$ cat config.mk
export PLATFORM = sky130hd
export DESIGN_NAME = life_step_controller_flat
export DESIGN_NICKNAME = d
export VERILOG_FILES = /design/src/rtl/conway_pkg.sv /design/src/rtl/life_step_controller_if.sv /design/src/rtl/life_period_timer.sv /design/src/rtl/life_step_controller.sv /design/src/flat_wrapper.sv
export SDC_FILE = /design/constraint.sdc
export NUM_CORES = 1
export LEC_CHECK = 0
export CORE_MARGIN = 5
export CORE_UTILIZATION = 50
export DETAILED_ROUTE_END_ITERATION = 6
export PLACE_DENSITY = 0.83
export SLEW_MARGIN = 20
export SYNTH_ARGS = -nofsm -noshare
export SYNTH_HDL_FRONTEND = slang
export SYNTH_SLANG_ARGS = --single-unit
$ cat constraint.sdc
create_clock -name clk -period 6.1 [get_ports clk]
set_input_delay 1.83 -clock clk [delete_from_list [all_inputs] [get_ports clk]]
set_output_delay 1.83 -clock clk [all_outputs]
set_load 0.02 [all_outputs]
$ cat src/rtl/conway_pkg.sv
// State encodings, output decode and default widths shared by the Conway grid
// sequencer and its period timer.
package conway_pkg;

  localparam int DEF_DATA_SIZE = 5;
  localparam int DEF_PERIOD_W  = 8;
  localparam int DEF_GEN_W     = 16;

  typedef enum logic [2:0] {
    IDLE   = 3'd0,
    LOAD   = 3'd1,
    PAUSED = 3'd2,
    RUN    = 3'd3,
    COMMIT = 3'd4,
    STABLE = 3'd5
  } ctrl_state_t;

  localparam logic [2:0] ST_IDLE   = 3'(IDLE);
  localparam logic [2:0] ST_LOAD   = 3'(LOAD);
  localparam logic [2:0] ST_PAUSED = 3'(PAUSED);
  localparam logic [2:0] ST_RUN    = 3'(RUN);
  localparam logic [2:0] ST_COMMIT = 3'(COMMIT);
  localparam logic [2:0] ST_STABLE = 3'(STABLE);

  typedef struct packed {
    logic write_enable;
    logic load_run;
    logic busy;
    logic stable;
  } ctrl_out_t;

  // Moore decode: the controller registers this value of its next state.
  function automatic ctrl_out_t decode_outputs(logic [2:0] st);
    ctrl_out_t o;
    o.write_enable = (st == ST_LOAD) || (st == ST_COMMIT);
    o.load_run     = (st != ST_IDLE) && (st != ST_LOAD);
    o.busy         = (st == ST_LOAD) || (st == ST_RUN) || (st == ST_COMMIT);
    o.stable       = (st == ST_STABLE);
    return o;
  endfunction

endpackage

$ cat src/rtl/life_step_controller_if.sv
// User-control / memory-control bundle of the Conway grid sequencer.
// master = user/datapath side, slave = the controller.
interface life_step_controller_if #(
  parameter int DATA_SIZE = 5,
  parameter int PERIOD_W  = 8,
  parameter int GEN_W     = 16
);
  logic                 load_req;
  logic                 run_req;
  logic                 step_req;
  logic [PERIOD_W-1:0]  period;
  logic [DATA_SIZE-1:0] grid_in;
  logic [DATA_SIZE-1:0] mem_out;
  logic                 write_enable;
  logic                 load_run;
  logic [GEN_W-1:0]     generation;
  logic                 busy;
  logic                 stable;

  modport master (
    output load_req, run_req, step_req, period, grid_in, mem_out,
    input  write_enable, load_run, generation, busy, stable
  );

  modport slave (
    input  load_req, run_req, step_req, period, grid_in, mem_out,
    output write_enable, load_run, generation, busy, stable
  );
endinterface

$ cat src/rtl/life_period_timer.sv
// Free-run wait timer: counts 0..max(period,1)-1 while not cleared; tc flags
// the terminal count against the live period value.
module life_period_timer #(
  parameter int PERIOD_W = 8
) (
  input  logic                clk,
  input  logic                reset_n,
  input  logic                clear,
  input  logic [PERIOD_W-1:0] period,
  output logic                tc
);
  logic [PERIOD_W-1:0] count_reg;
  logic [PERIOD_W-1:0] last_count;

  // Period 0 behaves as 1; ">=" lets a shortened period expire at once.
  always_comb last_count = (period == '0) ? '0 : period - PERIOD_W'(1);
  assign tc = (count_reg >= last_count);

  always_ff @(posedge clk or negedge reset_n) begin
    if (!reset_n) begin
      count_reg <= '0;
    end else if (clear) begin
      count_reg <= '0;
    end else if (!tc) begin
      count_reg <= count_reg + PERIOD_W'(1);
    end
  end
endmodule

$ cat src/rtl/life_step_controller.sv
// Conway grid memory sequencer: load, single-step / free-run, generation count.
// Optional fixed-point detection via LIFE_CTRL_STABLE_DETECT_EN.
module life_step_controller
  import conway_pkg::*;
#(
  parameter int DATA_SIZE = DEF_DATA_SIZE,
  parameter int PERIOD_W  = DEF_PERIOD_W,
  parameter int GEN_W     = DEF_GEN_W
) (
  input logic                   clk,
  input logic                   reset_n,
  life_step_controller_if.slave bus
);
  logic [2:0]       state_reg, state_next;
  logic [GEN_W-1:0] gen_reg, gen_next;
  ctrl_out_t        out_reg;
  logic             tc;
  logic             fixed_point;

`ifdef LIFE_CTRL_STABLE_DETECT_EN
  logic [DATA_SIZE-1:0] grid_diff;
  assign grid_diff   = bus.grid_in ^ bus.mem_out;
  assign fixed_point = (grid_diff == '0);
`else
  logic [DATA_SIZE-1:0] grid_unused;
  assign grid_unused = bus.grid_in ^ bus.mem_out;
  assign fixed_point = 1'b0;
`endif

  life_period_timer #(.PERIOD_W(PERIOD_W)) u_timer (
    .clk     (clk),
    .reset_n (reset_n),
    .clear   (state_reg != ST_RUN),
    .period  (bus.period),
    .tc      (tc)
  );

  always_comb begin
    state_next = state_reg;
    gen_next   = gen_reg;
    case (state_reg)
      ST_IDLE: if (bus.load_req) state_next = ST_LOAD;
      ST_LOAD: state_next = ST_PAUSED;
      ST_PAUSED: begin
        if (bus.load_req)      state_next = ST_LOAD;
        else if (bus.run_req)  state_next = ST_RUN;
        else if (bus.step_req) state_next = ST_COMMIT;
      end
      ST_RUN: begin
        if (bus.load_req)      state_next = ST_LOAD;
        else if (!bus.run_req) state_next = ST_PAUSED;
        else if (tc)           state_next = ST_COMMIT;
      end
      ST_COMMIT: begin
        if (fixed_point) begin
          state_next = ST_STABLE;
        end else begin
          gen_next   = gen_reg + GEN_W'(1);
          state_next = bus.run_req ? ST_RUN : ST_PAUSED;
        end
      end
      ST_STABLE: if (bus.load_req) state_next = ST_LOAD;
      default: state_next = ST_IDLE;
    endcase
    // Counter reads 0 for the whole load cycle, not just after it.
    if (state_next == ST_LOAD) gen_next = '0;
  end

  always_ff @(posedge clk or negedge reset_n) begin
    if (!reset_n) begin
      state_reg <= ST_IDLE;
      gen_reg   <= '0;
      out_reg   <= '0;
    end else begin
      state_reg <= state_next;
      gen_reg   <= gen_next;
      out_reg   <= decode_outputs(state_next);
    end
  end

  assign bus.write_enable = out_reg.write_enable;
  assign bus.load_run     = out_reg.load_run;
  assign bus.busy         = out_reg.busy;
  assign bus.stable       = out_reg.stable;
  assign bus.generation   = gen_reg;
endmodule

$ cat src/flat_wrapper.sv
// flat-port wrapper written by rule: the top's interface ports become plain ports
module life_step_controller_flat import conway_pkg::*;
#(
  parameter int DATA_SIZE = DEF_DATA_SIZE,
  parameter int PERIOD_W  = DEF_PERIOD_W,
  parameter int GEN_W     = DEF_GEN_W
)
  (clk, reset_n, bus_load_req, bus_run_req, bus_step_req, bus_period, bus_grid_in, bus_mem_out, bus_write_enable, bus_load_run, bus_generation, bus_busy, bus_stable);
  life_step_controller_if #(.DATA_SIZE(DATA_SIZE), .PERIOD_W(PERIOD_W), .GEN_W(GEN_W)) bus_i ();
  input logic clk;
  input logic reset_n;
  input wire logic [$bits(bus_i.load_req)-1:0] bus_load_req;
  input wire logic [$bits(bus_i.run_req)-1:0] bus_run_req;
  input wire logic [$bits(bus_i.step_req)-1:0] bus_step_req;
  input wire logic [$bits(bus_i.period)-1:0] bus_period;
  input wire logic [$bits(bus_i.grid_in)-1:0] bus_grid_in;
  input wire logic [$bits(bus_i.mem_out)-1:0] bus_mem_out;
  output wire logic [$bits(bus_i.write_enable)-1:0] bus_write_enable;
  output wire logic [$bits(bus_i.load_run)-1:0] bus_load_run;
  output wire logic [$bits(bus_i.generation)-1:0] bus_generation;
  output wire logic [$bits(bus_i.busy)-1:0] bus_busy;
  output wire logic [$bits(bus_i.stable)-1:0] bus_stable;
  assign bus_i.load_req = bus_load_req;
  assign bus_i.run_req = bus_run_req;
  assign bus_i.step_req = bus_step_req;
  assign bus_i.period = bus_period;
  assign bus_i.grid_in = bus_grid_in;
  assign bus_i.mem_out = bus_mem_out;
  assign bus_write_enable = bus_i.write_enable;
  assign bus_load_run = bus_i.load_run;
  assign bus_generation = bus_i.generation;
  assign bus_busy = bus_i.busy;
  assign bus_stable = bus_i.stable;
  life_step_controller #(.DATA_SIZE(DATA_SIZE), .PERIOD_W(PERIOD_W), .GEN_W(GEN_W)) u_core (.clk(clk), .reset_n(reset_n), .bus(bus_i));
endmodule
==> metrics.md <==
| Metric | Value |
|---|---|
| # setup viols final | 0 |
| Clock skew | about 0.0060 ns |
| Vias per inst | roughly 5.7 |
| IO Count | 43 |
| Vias in the first global route | between 1.5k and 2k |
| Die ar. | between 0.005 and 0.006 sq mm |
| Post-synthesis mux area share | 1.514% |
| Switching Share | roughly a third |
| Adder-cell share of the synthesized area | just under 7% |
| Finished Cell Area | 0.002451 sq mm |
| GRT overflow | 0 |
| Critical Path Fanout Max | 18 |
| Clock Path Buffers | 2 |
| Total CTS buffers | 5 |
| Root Driver | clkbuf_8 |
| CTS tree | built |
| Rows | 22 |
| Port Buffers | 32 |
| Clock Latency Late Sink | 0.29 ns |
| Seq/Total Area, Yosys | between 30% and 40% |
| Max cap viols | 0 |
| Synthesized Nets | 249 |
| Post-synthesis compound-gate area fraction | around 19% |
| Synth Instances | around 220 |
| YS warnings | 0 |
| Post-synth EDFFs | 0 |
| Top FF cell, synth | dfrtp_1 |
| R2R cell count | 7 |
| Critical Path RT | about 6.3 ns |
| TritonRoute pass-1 iters | 5 |
| Slowest cell delay on critical path | between 0.6 and 0.7 ns |
| F_max | between 150 and 200 MHz |
| XOR/XNOR Fraction of Synth Area | between 8 and 9% |
| Mean Syn Cell Area | between 9 and 10 sq um |
| # fillers | 317 |
| WL/cell | around 15 um |
| Mapped cell area | ~0.002 sq mm |
| Most common cell after layout, fill and taps aside | clkdlybuf4s50_1 |
| Run status | completed |
| RSZ-0062 raised after global routing | no |
| Initial antenna violation count | 0 |
| Largest net degree at the start of global routing | 32 |
| Worst path slowest cell | a211oi_4 |
| Net load switching power | roughly 240 uW |
| Power Total | between 600 and 700 uW |
| Final Hold Viols | 0 |
| Final WL | 4347 um |
| Final period utilization | 83.49% |
| Lkg Pwr | around 0.0010 uW |
| Fraction of the mapped netlist area in simple logic gates | ~22% |
| 1st-iter DRT viols | between 100 and 150 |
| WS Path Type | input pin to flop |
| Slew @ Worst Pin | about 0.94 ns |
| Slew headroom | a little under two fifths |
| Largest family of logic cells by synthesized area | simple AND/OR/NAND/NOR gates |
| Flop pwr share | approximately two fifths |
| Int Pwr | 441.5 uW |
| Clock sink count | 31 |
| CP Launch Type | input pin |
| Hold-fix buffers at CTS | 0 |
| All-layer global routing usage | between 10% and 20% |
| Most frequent cells in the layout | clkdlybuf4s50_1, dfrtp_1, a21oi_1, nand2_1, xnor2_1 |
| Routed vias | between 1.5k and 2k |
| Nets | 283 |
| Post-route ant nets | 0 |
| Drc violations | 0 |
| Worst Setup End Kind | flop |
| Critical path arrival | 5.31 ns |
| Crit path time final | 5.093 ns |
| Number of flip-flops in the largest register | 16 |
| Core box area | about 0.0037 sq mm |
| HP Class | flop to flop |
| Clock slew at reported path FFs | ~0.070 ns |
| Max VDD drop | 221.3 uV |
| Final Slew Violations | 0 |
| Final core utilization | between 60% and 70% |
| Area growth syn-to-layout | 23.60% |
| Synth cell types | 45 |
| Max H-tree Level | 2 |
| Crit-path cells | clkdlybuf4s50_1 -> inv_1 -> ha_1 -> nor2b_1 -> nand3b_1 -> or3_1 -> and2_1 -> ha_1 -> nand2b_1 -> a21oi_4 -> o31a_2 -> a211oi_4 -> inv_1 -> o21ai_1 |
| Global-route wire length before repair | about 7200 um |
| #FFs+latches synth | 31 |
| DP Area | ~0.0023 sq mm |
| Die W | 72.98 um |
| TNS Setup | 0 ns |
| Layout cells sized above 1 | approximately 7% |
| Pwr/cell area | between 200 and 300 mW/mm^2 |
| Ys async rst share | 100.0% |
| Total setup buffers inserted after CTS | 0 |
| Comb power frac | roughly 30% |
| Overall die height | approximately 73 um |
| Final HPWL DP | between 3000 and 4000 um |
| Hold Path Stages | 2 |
| Clock power share | a little under a third |
| Resized Gates After CTS | 0 |
| Antenna cells | 0 |
| Placer congestion estimate | around 0.8 |
| Initial Util | between 50% and 60% |
-- Yosys cell counts (2+ instances only) --
library cell	n	share of area (%)
nand3_1	6	1.5
and2_1	2	0.63
nand4_1	4	1.3
or3_1	8	2.5
ha_1	11	6.9
o21ai_0	8	2.0
inv_1	10	1.9
nand2b_1	5	1.6
nor3_1	12	3.0
a211o_1	2	0.88
a211oi_1	2	0.76
xnor2_1	15	6.6
mux2i_1	3	1.5
o21ai_1	2	0.50
xor2_1	4	1.8
buf_2	3	0.76
nand2_1	17	3.2
a21o_1	3	1.1
dfrtp_1	31	39
nor2_1	10	1.9
a21oi_1	28	7.1
o211ai_1	2	0.76
nor2b_1	3	0.95
and3_1	3	0.95
-- final timing paths --
check,start,endpoint,slack [ns]
hold / removal,u_core.u_timer.count_reg[7],u_core.u_timer.count_reg[7],0.57
min in group asynchronous,reset_n,u_core.bus.generation[0],1.93
max in group asynchronous,reset_n,u_core.u_timer.count_reg[6],3.89
hold reg to reg,u_core.u_timer.count_reg[7],u_core.u_timer.count_reg[7],0.57
setup reg to reg,u_core.u_timer.count_reg[3],u_core.bus.write_enable,3.62
setup / recovery,bus_period[0],u_core.bus.write_enable,1.01
-- power groups by stage --
| stage | Combinational (uW) | Sequential (uW) | Clock, uW |
|---|---|---|---|
| 2_1_floorplan | 152 | 258 | 0 |
| 3_3_place_gp | 200 | 266 | 0 |
| 3_5_place_dp | 205 | 266 | 0 |
| 4_1_cts | 207 | 263 | 215 |
| 5_1_grt | 224 | 269 | 226 |
| 6_report | 206 | 263 | 213 |
-- kinds of logic (layout without fill, tap and decap cells) --
kind of cell | Yosys count | after routing
XOR/XNOR | 19 | 19
flip-flops | 31 | 31
multiplexers | 3 | 3
buffers and inverters | 16 | 51
AND/OR/NAND/NOR | 78 | 78
adder cells (fa/ha/maj) | 11 | 11
AO/OA/AOI/OAI | 57 | 57
-- area by class of cell --
cell class                      count  area (sq um)  share of cell area (%)
Sequential cell                    31         775.7                   31.65
Clock buffer                        6         82.58                   3.369
Tap cell                           48         60.06                   2.450
Clock inverter                      2         35.03                   1.429
Inverter                           10         37.54                   1.531
Multi-Input combinational cell    168          1132                   46.20
Timing Repair Buffer               33         327.8                   13.37
-- per-stage QoR --
stage          std cells  worst slack (ns)  hold WS [ns]
4_1_cts              298            0.9588        0.5695
2_1_floorplan        215             1.615        0.5292
6_report             298             1.007        0.5691
5_1_grt              298            0.7514        0.5879
3_5_place_dp         290            0.6883        0.5600
3_3_place_gp         290            0.7854        0.5410
-- metal layers --
metal / wire (um) / share of wire [%] / GRT usage, % / up-vias
li1: - / - / - / 848
met1: 1978 / 46 / 22.57 / 800
met2: 2076 / 48 / 28.10 / 43
met3: 203 / 4.7 / 3.030 / 9
met4: 88 / 2.0 / 7.992 / 0
met5: 0 / 0 / 0 / -
-- worst max-delay path: cells and delay by family --
family	cells	cell delay (ns)
fa+ha+maj	2	0.41
simple gates	5	1.15
buf+inv	3	0.62
compound gates	4	1.28
(Power assumes the default switching activity.)
